==> src/rtl/multicycle_control.sv <==
// multicycle_control: multi-cycle LEGv8 control unit (Moore FSM).
// Sequences each instruction through FETCH/DECODE/EXEC/MEM/WB. It also
// provides memory wait states, a wait-timeout fault and illegal-opcode
// trapping. All outputs are derived from state, latched class, wait counter
// and the Zero/MemReady inputs, so an asynchronous Reset drops every enable
// at once.
//
// Optional feature macro: CTRL_CBNZ_EN (adds CBNZ 10110101xxx).
//
// Parameters:
//   OPCODE_W    opcode width; only the upper 11 bits are decoded
//   MEM_TIMEOUT max consecutive not-ready cycles in FETCH/MEM; 0 disables
// Ports:
//   CLK, Reset                    clock (rising), async active-high reset
//   Opcode                        IR opcode field, sampled only in DECODE
//   Zero                          ALU zero flag (conditional branches)
//   MemReady                      memory completes access this cycle
//   Reg2Loc, ALUSrc, MemToReg,
//   RegWrite, MemRead, MemWrite   datapath controls
//   IorD                          memory address select (0 PC, 1 ALU)
//   IRWrite, PCWrite, PCSrc       IR load, PC load, PC source (1 = branch)
//   ALUOp                         00 add, 01 pass/zero-test, 10 R-type
//   InstrDone                     pulse in an instruction's final state
//   Fault                         high while in FAULT
module multicycle_control #(
  parameter int unsigned OPCODE_W    = 11,
  parameter int unsigned MEM_TIMEOUT = 15
) (
  input  logic                CLK,
  input  logic                Reset,
  input  logic [OPCODE_W-1:0] Opcode,
  input  logic                Zero,
  input  logic                MemReady,
  output logic                Reg2Loc,
  output logic                ALUSrc,
  output logic                MemToReg,
  output logic                RegWrite,
  output logic                MemRead,
  output logic                MemWrite,
  output logic                IorD,
  output logic                IRWrite,
  output logic                PCWrite,
  output logic                PCSrc,
  output logic [1:0]          ALUOp,
  output logic                InstrDone,
  output logic                Fault
);

  localparam int unsigned CNT_W     = (MEM_TIMEOUT > 0) ? $clog2(MEM_TIMEOUT + 1) : 1;
  localparam int unsigned CNT_LIMIT = (MEM_TIMEOUT > 0) ? MEM_TIMEOUT - 1 : 0;
  localparam bit          TIMEOUT_EN = (MEM_TIMEOUT > 0);

  typedef enum logic [2:0] {
    S_IDLE, S_FETCH, S_DECODE, S_EXEC, S_MEM, S_WB, S_FAULT
  } state_t;

  typedef enum logic [2:0] {
    C_ILLEGAL, C_LDUR, C_STUR, C_RTYPE, C_CBZ, C_CBNZ, C_B
  } class_t;

  state_t           state, next_state;
  class_t           cls, dec_class;
  logic [CNT_W-1:0] wait_cnt;
  logic [10:0]      op_hi;
  logic             wait_timeout;

  assign op_hi = Opcode[OPCODE_W-1 -: 11];

  // Instruction class from the live opcode (used only in DECODE)
  always_comb begin
    dec_class = C_ILLEGAL;
    casez (op_hi)
      11'b11111000010: dec_class = C_LDUR;
      11'b11111000000: dec_class = C_STUR;
      11'b10001011000,
      11'b11001011000,
      11'b10001010000,
      11'b10101010000: dec_class = C_RTYPE;
      11'b10110100???: dec_class = C_CBZ;
`ifdef CTRL_CBNZ_EN
      11'b10110101???: dec_class = C_CBNZ;
`endif
      11'b000101?????: dec_class = C_B;
      default:         dec_class = C_ILLEGAL;
    endcase
  end

  // Not ready on the last tolerated wait cycle forces FAULT
  assign wait_timeout = TIMEOUT_EN && !MemReady && (wait_cnt == CNT_W'(CNT_LIMIT));

  // State register
  always_ff @(posedge CLK or posedge Reset) begin
    if (Reset) state <= S_IDLE;
    else       state <= next_state;
  end

  // Class latch and wait counter
  always_ff @(posedge CLK or posedge Reset) begin
    if (Reset) begin
      cls      <= C_ILLEGAL;
      wait_cnt <= '0;
    end else begin
      if (state == S_DECODE) cls <= dec_class;
      if ((next_state != state) && ((next_state == S_FETCH) || (next_state == S_MEM)))
        wait_cnt <= '0;
      else if (TIMEOUT_EN && !MemReady && ((state == S_FETCH) || (state == S_MEM)))
        wait_cnt <= wait_cnt + CNT_W'(1);
    end
  end

  // Next state and Moore outputs (plus MemReady/Zero qualified terms)
  always_comb begin
    next_state = state;
    Reg2Loc    = 1'b0;
    ALUSrc     = 1'b0;
    MemToReg   = 1'b0;
    RegWrite   = 1'b0;
    MemRead    = 1'b0;
    MemWrite   = 1'b0;
    IorD       = 1'b0;
    IRWrite    = 1'b0;
    PCWrite    = 1'b0;
    PCSrc      = 1'b0;
    ALUOp      = 2'b00;
    InstrDone  = 1'b0;
    Fault      = 1'b0;
    case (state)
      S_IDLE: next_state = S_FETCH;
      S_FETCH: begin
        MemRead = 1'b1;
        if (MemReady) begin
          IRWrite    = 1'b1;
          PCWrite    = 1'b1;
          next_state = S_DECODE;
        end else if (wait_timeout) begin
          next_state = S_FAULT;
        end
      end
      S_DECODE: begin
        Reg2Loc    = (dec_class == C_STUR) || (dec_class == C_CBZ) || (dec_class == C_CBNZ);
        next_state = (dec_class == C_ILLEGAL) ? S_FAULT : S_EXEC;
      end
      S_EXEC: begin
        Reg2Loc = (cls == C_STUR) || (cls == C_CBZ) || (cls == C_CBNZ);
        case (cls)
          C_LDUR, C_STUR: begin
            ALUSrc     = 1'b1;
            next_state = S_MEM;
          end
          C_RTYPE: begin
            ALUOp      = 2'b10;
            next_state = S_WB;
          end
          C_CBZ, C_CBNZ: begin
            ALUOp      = 2'b01;
            PCSrc      = 1'b1;
            PCWrite    = (cls == C_CBZ) ? Zero : ~Zero;
            InstrDone  = 1'b1;
            next_state = S_FETCH;
          end
          C_B: begin
            PCSrc      = 1'b1;
            PCWrite    = 1'b1;
            InstrDone  = 1'b1;
            next_state = S_FETCH;
          end
          default: next_state = S_FAULT;
        endcase
      end
      S_MEM: begin
        IorD     = 1'b1;
        ALUSrc   = 1'b1;
        Reg2Loc  = (cls == C_STUR);
        MemRead  = (cls == C_LDUR);
        MemWrite = (cls == C_STUR);
        if (MemReady) begin
          if (cls == C_LDUR) begin
            next_state = S_WB;
          end else begin
            InstrDone  = 1'b1;
            next_state = S_FETCH;
          end
        end else if (wait_timeout) begin
          next_state = S_FAULT;
        end
      end
      S_WB: begin
        RegWrite   = 1'b1;
        MemToReg   = (cls == C_LDUR);
        InstrDone  = 1'b1;
        next_state = S_FETCH;
      end
      S_FAULT: Fault = 1'b1;
      default: next_state = S_IDLE;
    endcase
  end

endmodule

==> config.mk <==
export PLATFORM = sky130hd
export DESIGN_NAME = multicycle_control
export DESIGN_NICKNAME = d
export VERILOG_FILES = /design/src/rtl/multicycle_control.sv
export SDC_FILE = /design/constraint.sdc
export NUM_CORES = 1
export LEC_CHECK = 0
export BUFFER_PORTS_ARGS = -buffer_cell sky130_fd_sc_hd__clkbuf_2
export CORE_MARGIN = 5
export CORE_UTILIZATION = 53
export CTS_BUF_LIST = sky130_fd_sc_hd__clkbuf_4 sky130_fd_sc_hd__clkbuf_8
export DETAILED_ROUTE_END_ITERATION = 8
export PLACE_DENSITY = 0.82
export SLEW_MARGIN = 20
export SYNTH_ARGS = -nofsm -noshare
export SYNTH_HDL_FRONTEND = slang
export SYNTH_SLANG_ARGS = --single-unit
==> constraint.sdc <==
create_clock -name CLK -period 2.35 [get_ports CLK]
set_clock_uncertainty 0.1 [all_clocks]
set_input_delay 0.3525 -clock CLK [delete_from_list [all_inputs] [get_ports CLK]]
set_output_delay 0.3525 -clock CLK [all_outputs]
set_load 0.03 [all_outputs]
; Yosys cells after proc, flatten, opt, wreduce, memory -nomap -nowiden
; Cells that the tools add are included.
[word_totals]
reg_bits = 10
in_bits = 15
output_inout_bits = 14
word_cells = 81
[op_classes]
add_sub_neg = 1
eq_ne = 27
n_mux = 31
n_bitwise = 1
reduce_logical = 18
[ops]
columns = op, count
row1 = 11-bit == test (second input constant), 6
row2 = 3-bit == test (second input constant), 9
row3 = 3-bit case mux with 6 select lines, 1
row4 = 3-bit by 2-bit == test with 1-bit output (second input constant), 5
row5 = 3-bit two-way mux, 5
row6 = 3-bit case mux with 5 select lines, 1
row7 = 1-bit two-way mux, 13
row8 = 3-bit by 1-bit == test with 1-bit output (second input constant), 3
row9 = 3-bit case mux with 3 select lines, 1
row10 = 8-bit == test (second input constant), 1
row11 = 4-bit two-way mux, 2
row12 = 1-bit case mux with 2 select lines, 4
row13 = 6-bit by 3-bit == test with 1-bit output (second input constant), 1
row14 = 3-bit logical NOT, 2
row15 = 1-bit logical OR, 6
row16 = 1-bit case mux with 3 select lines, 2
row17 = 2-bit OR reduction, 3
row18 = 4-bit by 1-bit adder with 4-bit output (second input constant), 1
row19 = 4-bit == test (second input constant), 1
row20 = 2-bit case mux with 2 select lines, 1
row21 = 4-bit OR reduction, 1
row22 = 1-bit logical AND, 3
row23 = 3-bit inequality test, 1
row24 = 3-bit OR reduction, 1
row25 = 4 further kinds, 4

; Logic depth before layout (Yosys ltp)
; Gate-level depths: netlist (run 1).
[depth]
depth_word = 10
mapped_depth = 7

; Worst setup path before layout (run 1)
; OpenSTA, ideal clock, no wires.
[synth_timing]
path_kind = reg-to-output
startpoint = register, netlist name wait_cnt[0]
endpoint = output ALUSrc
t_arrival_ns = 1.887
required_time_ns = 1.898
path_slack_ns = 0.011
path_stages_with_launch = 8
n_path_buf = 0
path_cell_list = dfrtp_1 > inv_1 > ha_1 > nand3_1 > a21oi_1 > a211o_1 > nand3_1 > o31ai_1
[synth_rtl]
columns = element, line_no
row1 = to (decl), 35  ; output logic ALUSrc,

; Final worst setup path (run 1)
[layout_timing]
startpoint = register cls[2]
endpoint = output ALUSrc
[layout_between]
elab_chain_cells = 4
word_cells_on_any_way = 5
cone_classes = 2 x eq/ne / 2 x mux / 1 x reduce/logical
[layout_lines]
columns = element, line_no
row1 = from (decl), 62  ; class_t cls, dec_class;
row2 = from (signal assigned), 103  ; if (state == S_DECODE) cls <= dec_class;
row3 = 3-bit by 2-bit == test with 1-bit output or 3-bit by 1-bit == test with 1-bit output (tied branches), 145  ; case (cls)
row4 = 2-bit OR reduction (*), 145
row5 = 1-bit two-way mux (*), 145
row6 = 1-bit case mux with 2 select lines (*), 127  ; case (state)
; Every way passes the cells marked *; elsewhere a longest branch is shown, timed or not.

==> results.py, run 1 <==
metrics = {
    "finish": {
        "instances_no_fill": 189,
        "fillers": 115,
        "areaGrowthSynthToFinish_pct": 44.20,
        "nNetsFinal": 182,
        "fin_area_sq_mm": 0.001400,
        "drive_gt1_frac": 0.4756,
        "num_antenna_cells": 0,
    },
    "yosys": {
        "synth_top_area_cell": "dfrtp_1",
        "async_reset_ff_frac": 1.000,
        "netlist_instances": 117,
        "ys_ff_latch": 10,
        "netlist.area_leader.share": 0.2577,
        "synth_edf_count": 0,
        "avgSynthCellArea_sq_um": 8.299,
        "synth_fp_nets": 134,
        "synth.distinct_cells": 46,
        "ys.flop_type": "dfrtp_1",
        "seq_area_frac_synth": 0.2577,
        "yosys_warnings": 0,
        "synth.cell_area_sq_um": 970.9,
        "ys_top_cells_by_area": "dfrtp_1 26%, nor2_1 3.9%, nor3_1 3.6%",
    },
    "route": {
        "drt_iter0_drc": 50,
        "drc": 0,
        "drtAntennaViolNets": 0,
        "wl_per_cell_microns": 17.97,
        "viasPerCell": 6.280,
        "drtPass1Iterations": 5,
        "postRouteWirelength_mm": 3.396,
        "num_vias": 1187,
    },
    "pwr": {
        "p_sw_uw": 802.7,
        "combPwrFrac": 0.682,
        "peakVddDrop_v": 0.0007748,
        "power.static_leakage_nw": 0.6613,
        "swShare": 0.5001,
        "intPower_uw": 802.5,
        "pwr-share-seq": 0.219,
        "clock_power_share": 0.100,
        "power_per_cell_area_mw_per_mm2": 1146,
    },
    "clock_network": {
        "cts_tree": "built",
        "numCtsBuffers": 3,
        "cts.path.max_buffers": 2,
        "htreeDepth": 1,
        "clkTransAtPathRegs_ns": 0.07,
        "clk-insertion-delay-late_ns": 0.27,
        "cts.sinks": 10,
        "cts_root_buffer": "clkbuf_4",
    },
    "die": {
        "die_height_microns": 52.80,
        "io_pins": 29,
        "start_util": 0.5623,
        "rows": 15,
        "die_x_microns": 52.80,
        "die_area_sq_mm": 0.002788,
        "core_area_sq_mm": 0.001727,
    },
    "global_routing": {
        "grt.total_usage": 0.2444,
        "grt_first_pass_wirelength_mm": 5.050,
        "grt_start_max_net_pins": 11,
        "antenna_found_initial": 0,
        "gr-total-overflow": 0,
        "grt_pass1_vias": 1168,
    },
    "critical_path": {
        "cp-end-kind": "output port",
        "critPathRequiredTime_ns": 1.90,
        "path_max_fanout": 9,
        "worstSetupPathType": "reg -> out",
        "crit_arrival_ns": 1.90,
        "startpoint_type": "register",
    },
    "sta": {
        "fmax_mhz": 424.8,
        "period_needed_ns": 2.354,
        "finalSetupTns_ns": -0.004238,
        "finalSetupViolCount": 1,
        "worst_slack_ns": -0.004238,
        "fin_hold_ws_ns": 0.4298,
        "maxSlewHeadroom": 0.6302,
        "worst_slew_pin_slew_ns": 0.5505,
        "finalHoldViolCount": 0,
        "grt_setup_unrepaired": "true",
        "final.period_utilization": 1.002,
        "slew_violations": 0,
    },
    "placed_design": {
        "place_area_sq_mm": 0.001167,
        "io_buffers": 28,
        "gp_congestion": 0.9000,
        "dpl.hpwl_mm": 2.109,
        "dpl.cell_count": 172,
    },
    "status": {
        "status": "finished with violations",
        "violations": "setup timing",
    },
    "job": {
        "cap_violations": 0,
    },
    "min_path": {
        "holdCritPathClass": "in -> reg",
    },
}
-- worst max-delay path, stage by stage (launching register included) --
cell      delay [ns]
dfrtp_2         0.50
a21boi_0        0.21
o21ai_2         0.30
nand3_2         0.14
o31ai_2         0.28
buf_4           0.20
-- power by group through the flow --
| stage | Clock [mW] | Combinational, mW | Sequential, mW |
|---|---|---|---|
| floorplan | 0 | 0.645 | 0.268 |
| global placement | 0 | 0.760 | 0.345 |
| detailed placement | 0 | 0.789 | 0.350 |
| CTS | 0.159 | 0.960 | 0.332 |
| global route | 0.166 | 1.17 | 0.359 |
| finish | 0.160 | 1.09 | 0.351 |
-- layout by cell type (no fill, tap or decap), types with 4 or more instances in the layout --
cell and instances:
a21oi_1 5, and3_1 4, buf_4 19, clkbuf_2 26, clkbuf_4 4, dfrtp_2 7, inv_1 7, nand2_1 6
nand2b_1 4, nor2_1 9, nor3_1 7, o21ai_0 5
-- area by class of cell --
type / instances / area, sq um / area share
clock buffers: 4 / 36.28 / 0.02592
inverters: 8 / 30.03 / 0.02145
multi-input cells: 95 / 753.2 / 0.5380
flip-flops and latches: 10 / 259.0 / 0.1850
well taps: 25 / 31.28 / 0.02234
repair buffers: 47 / 290.3 / 0.2073
-- routing by layer --
metal | up-vias | GRT usage | wire (microns)
met1 | 569 | 0.2921 | 1311
li1 | 534 | - | -
met2 | 73 | 0.4256 | 1745
met5 | - | 0 | 0
met4 | 0 | 0.1191 | 98
met3 | 11 | 0.02849 | 241
-- final timing paths --
kind / startpoint / end / slack, ns / cells after the start
setup / recovery: cls[2] / ALUSrc / -0.004 / 5
hold / removal: MemReady / wait_cnt[1] / 0.43 / 4
setup reg to reg: cls[2] / wait_cnt[1] / 0.28 / 6
hold reg to reg: wait_cnt[3] / wait_cnt[3] / 0.56 / 2
max in group asynchronous: Reset / state[1] / 1.36 / 3
min in group asynchronous: Reset / cls[0] / 0.48 / 3
-- stage by stage --
step	worst slack [ns]	util	total power [mW]
final	-0.004238	0.8109	1.605
after global routing	-0.06772	0.8109	1.696
after floorplan	0.01072	-	0.9137
after detailed placement	0.02436	0.6761	1.139
after CTS	0.0005067	0.7594	1.451
after global placement	0.1115	0.6761	1.105
-- synthesized netlist by cell type, types with 2 or more instances --
library cell	instances
a211oi_1	2
inv_1	8
nor2b_1	2
nor3_1	7
nand3_1	5
nand2_1	6
buf_2	4
and3_1	5
xnor2_1	3
a21oi_1	6
dfrtp_1	10
nand2b_1	4
o31ai_1	2
o22ai_1	2
o21ai_0	5
and3b_1	2
nor4_1	2
xor2_1	2
o21bai_1	2
nor4bb_1	2
ha_1	2
nor2_1	10
-- sequential cells by signal, indices dropped and copies added, names as in the netlist --
signal	count
wait_cnt	4
cls	3
state	3
-- logic make-up (layout without fill, tap and decap cells) --
logic type / count (synthesis) / count (layout) / share of synthesized area
adder cells (fa/ha/maj): 2 / 2 / 0.02577
AO/OA/AOI/OAI: 30 / 30 / 0.2320
XOR/XNOR: 5 / 5 / 0.04511
flip-flops: 10 / 10 / 0.2577
buffers and inverters: 12 / 59 / 0.05155
multiplexers: 2 / 2 / 0.02706
AND/OR/NAND/NOR: 56 / 56 / 0.3608
-- what timing repair did --
action | in CTS | in global routing
buffers inserted | 7 | 5
hold buffers | 1 | 0
pin swaps | 3 | 3
gates resized for setup | 16 | 12
endpoints found under the hold margin | 10 | 0
endpoints found under the setup margin | 2 | 2
No activity file was read; power rests on OpenSTA's default activity.
==> run 2, diff against run 1 <==
clock period = 2.4 ns   (was 2.35 ns; I/O delays follow)
==> run 2 against run 1 <==
Effect of this change: the run still ends with setup timing left; utilization fell by 1.9 points; worst hold slack improved by 0.034 ns; critical path depth increased by 1; critical path type unchanged; highest routed layer unchanged.
==> results.py, run 2 (synthesis results as in run 1) <==
metrics = {
    "clock_network": {
        "cts.sinks": 10,
        "cts_tree": "built",
        "clkTransAtPathRegs_ns": 0.07,
        "cts.path.max_buffers": 2,
        "htreeDepth": 1,
        "clk-insertion-delay-late_ns": 0.27,
        "numCtsBuffers": 3,
        "cts_root_buffer": "clkbuf_4",
    },
    "finish": {
        "top_register": "wait_cnt",
        "num_antenna_cells": 0,
        "final_util": 0.7920,
        "final_cell_mix": "26 x clkbuf_2, 17 x buf_4, 10 x nor2_1, 7 x nor3_1, 7 x inv_1",
        "multiInputGateArea_sq_um": 753.2,
        "fin_area_sq_mm": 0.001368,
        "fillers": 123,
        "areaGrowthSynthToFinish_pct": 40.85,
        "drive_gt1_frac": 0.4596,
        "seq_area_sq_um": 257.7,
        "nNetsFinal": 180,
        "final_common_cell": "clkbuf_2",
        "top_regs": "wait_cnt x4, cls x3, state x3",
        "largest_reg_flops": 4,
    },
    "job": {
        "cap_violations": 0,
    },
    "sta": {
        "fmax_mhz": 415.7,
        "period_needed_ns": 2.405,
        "finalSetupTns_ns": -0.005492,
        "fin_hold_ws_ns": 0.4633,
        "final.period_utilization": 1.002,
        "worst_slew_pin_slew_ns": 0.5509,
        "finalHoldViolCount": 0,
        "maxSlewHeadroom": 0.6277,
        "worst_slack_ns": -0.005492,
        "finalSetupViolCount": 1,
        "slew_violations": 0,
    },
    "die": {
        "rows": 15,
        "core_area_sq_mm": 0.001727,
        "io_pins": 29,
        "start_util": 0.5623,
        "die_area_sq_mm": 0.002788,
        "die_x_microns": 52.80,
        "die_height_microns": 52.80,
    },
    "placed_design": {
        "place_area_sq_mm": 0.001152,
        "dpl.hpwl_mm": 2.095,
        "io_buffers": 28,
        "gp_congestion": 0.8806,
    },
    "critical_path": {
        "cpPeakStageDelay_ns": 0.46,
        "crit_arrival_ns": 1.95,
        "r2r-end": "wait_cnt[0]",
        "cp_slowest_cell": "dfrtp_2",
        "path_max_fanout": 9,
        "cpMostUsedCell": "buf_4",
        "worstSetupPathType": "reg -> out",
        "worst_r2r_startpoint": "wait_cnt[0]",
        "ff2ff_path_depth": 10,
        "startpoint_type": "register",
        "reg2reg_slack_ns": 0.33,
        "critPathRequiredTime_ns": 1.94,
        "cp-end-kind": "output port",
        "crit_chain": "buf_4 -> nand2b_1 -> nor2_1 -> buf_4 -> a311o_1 -> buf_2",
    },
    "route": {
        "wl_per_cell_microns": 16.78,
        "drtAntennaViolNets": 0,
        "drtPass1Iterations": 4,
        "drt_iter0_drc": 25,
        "drc": 0,
        "viasPerCell": 5.984,
        "num_vias": 1113,
        "postRouteWirelength_mm": 3.121,
    },
    "min_path": {
        "holdCritPathClass": "in -> reg",
        "whs_endpoint": "wait_cnt[1]",
        "hold_start": "MemReady",
        "min_path_cells": 4,
    },
    "global_routing": {
        "grt_pass1_vias": 958,
        "gr-total-overflow": 0,
        "grt.total_usage": 0.2092,
        "grt_start_max_net_pins": 15,
        "antenna_found_initial": 0,
        "grt_first_pass_wirelength_mm": 4.305,
    },
    "pwr": {
        "power.static_leakage_nw": 0.6486,
        "power_per_cell_area_mw_per_mm2": 1121,
        "peakVddDrop_v": 0.0008066,
    },
    "status": {
        "violations": "setup timing",
        "status": "finished with violations",
    },
}
==> run 2: worst max path at each step <==
| stage | slack, ns | start | cells past startpoint | to |
|---|---|---|---|---|
| 6_report | -0.005 | state[0] | 6 | Reg2Loc |
| 5_1_grt | -0.05 | state[0] | 6 | Reg2Loc |
| 4_1_cts | 0.007 | wait_cnt[0] | 7 | ALUSrc |
| 3_5_place_dp | 0.05 | Opcode[3] | 8 | ALUSrc |
| 3_3_place_gp | 0.15 | Opcode[3] | 8 | ALUSrc |
| 2_1_floorplan | 0.05 | Opcode[5] | 5 | ALUSrc |
==> run 2: area by class of cell <==
| class | count | area share |
|---|---|---|
| Inverter | 8 | 0.02196 |
| Clock buffer | 3 | 0.01647 |
| Sequential cell | 10 | 0.1885 |
| Tap cell | 25 | 0.02287 |
| Multi-Input combinational cell | 95 | 0.5508 |
| Timing Repair Buffer | 45 | 0.1995 |
==> run 2: layer usage <==
layer	wire (microns)	vias to the layer above	track usage
met3	221	16	0.03419
met4	119	0	0.08511
met1	1276	513	0.2643
met5	0	-	0
met2	1504	59	0.3492
li1	-	525	-
==> run 2: worst max-delay path, delay by kind of cell (launching register included) <==
family                 cells  cell delay [ns]
flip-flops                 1             0.46
buffers and inverters      3             0.59
AO/OA/AOI/OAI              1             0.19
AND/OR/NAND/NOR            2             0.42
==> run 2: timing repair <==
action	in CTS	in global routing
endpoints found under the hold margin	10	0
setup buffers	1	11
gates resized for setup	9	17
pin swaps	2	3
endpoints found under the setup margin	2	2
cloned	0	0
hold buffers	1	0
==> run 2: power breakdown <==
| group | total, mW | leakage [nW] | switching, mW | internal [mW] |
|---|---|---|---|---|
| Sequential | 0.366 | 0.122 | 0.131 | 0.235 |
| Combinational | 1.05 | 0.513 | 0.586 | 0.469 |
| Clock | 0.112 | 0.0138 | 0.0546 | 0.0577 |
| Total | 1.53 | 0.649 | 0.772 | 0.762 |
==> run 2: per-stage QoR <==
stage                     power [mW]  instances  worst slack [ns]
final                          1.533        186         -0.005492
after global routing           1.624        186          -0.05141
after CTS                      1.274        175          0.007428
after detailed placement       1.103        170           0.05108
after global placement         1.074        170            0.1462
after floorplan               0.8947        117           0.04620
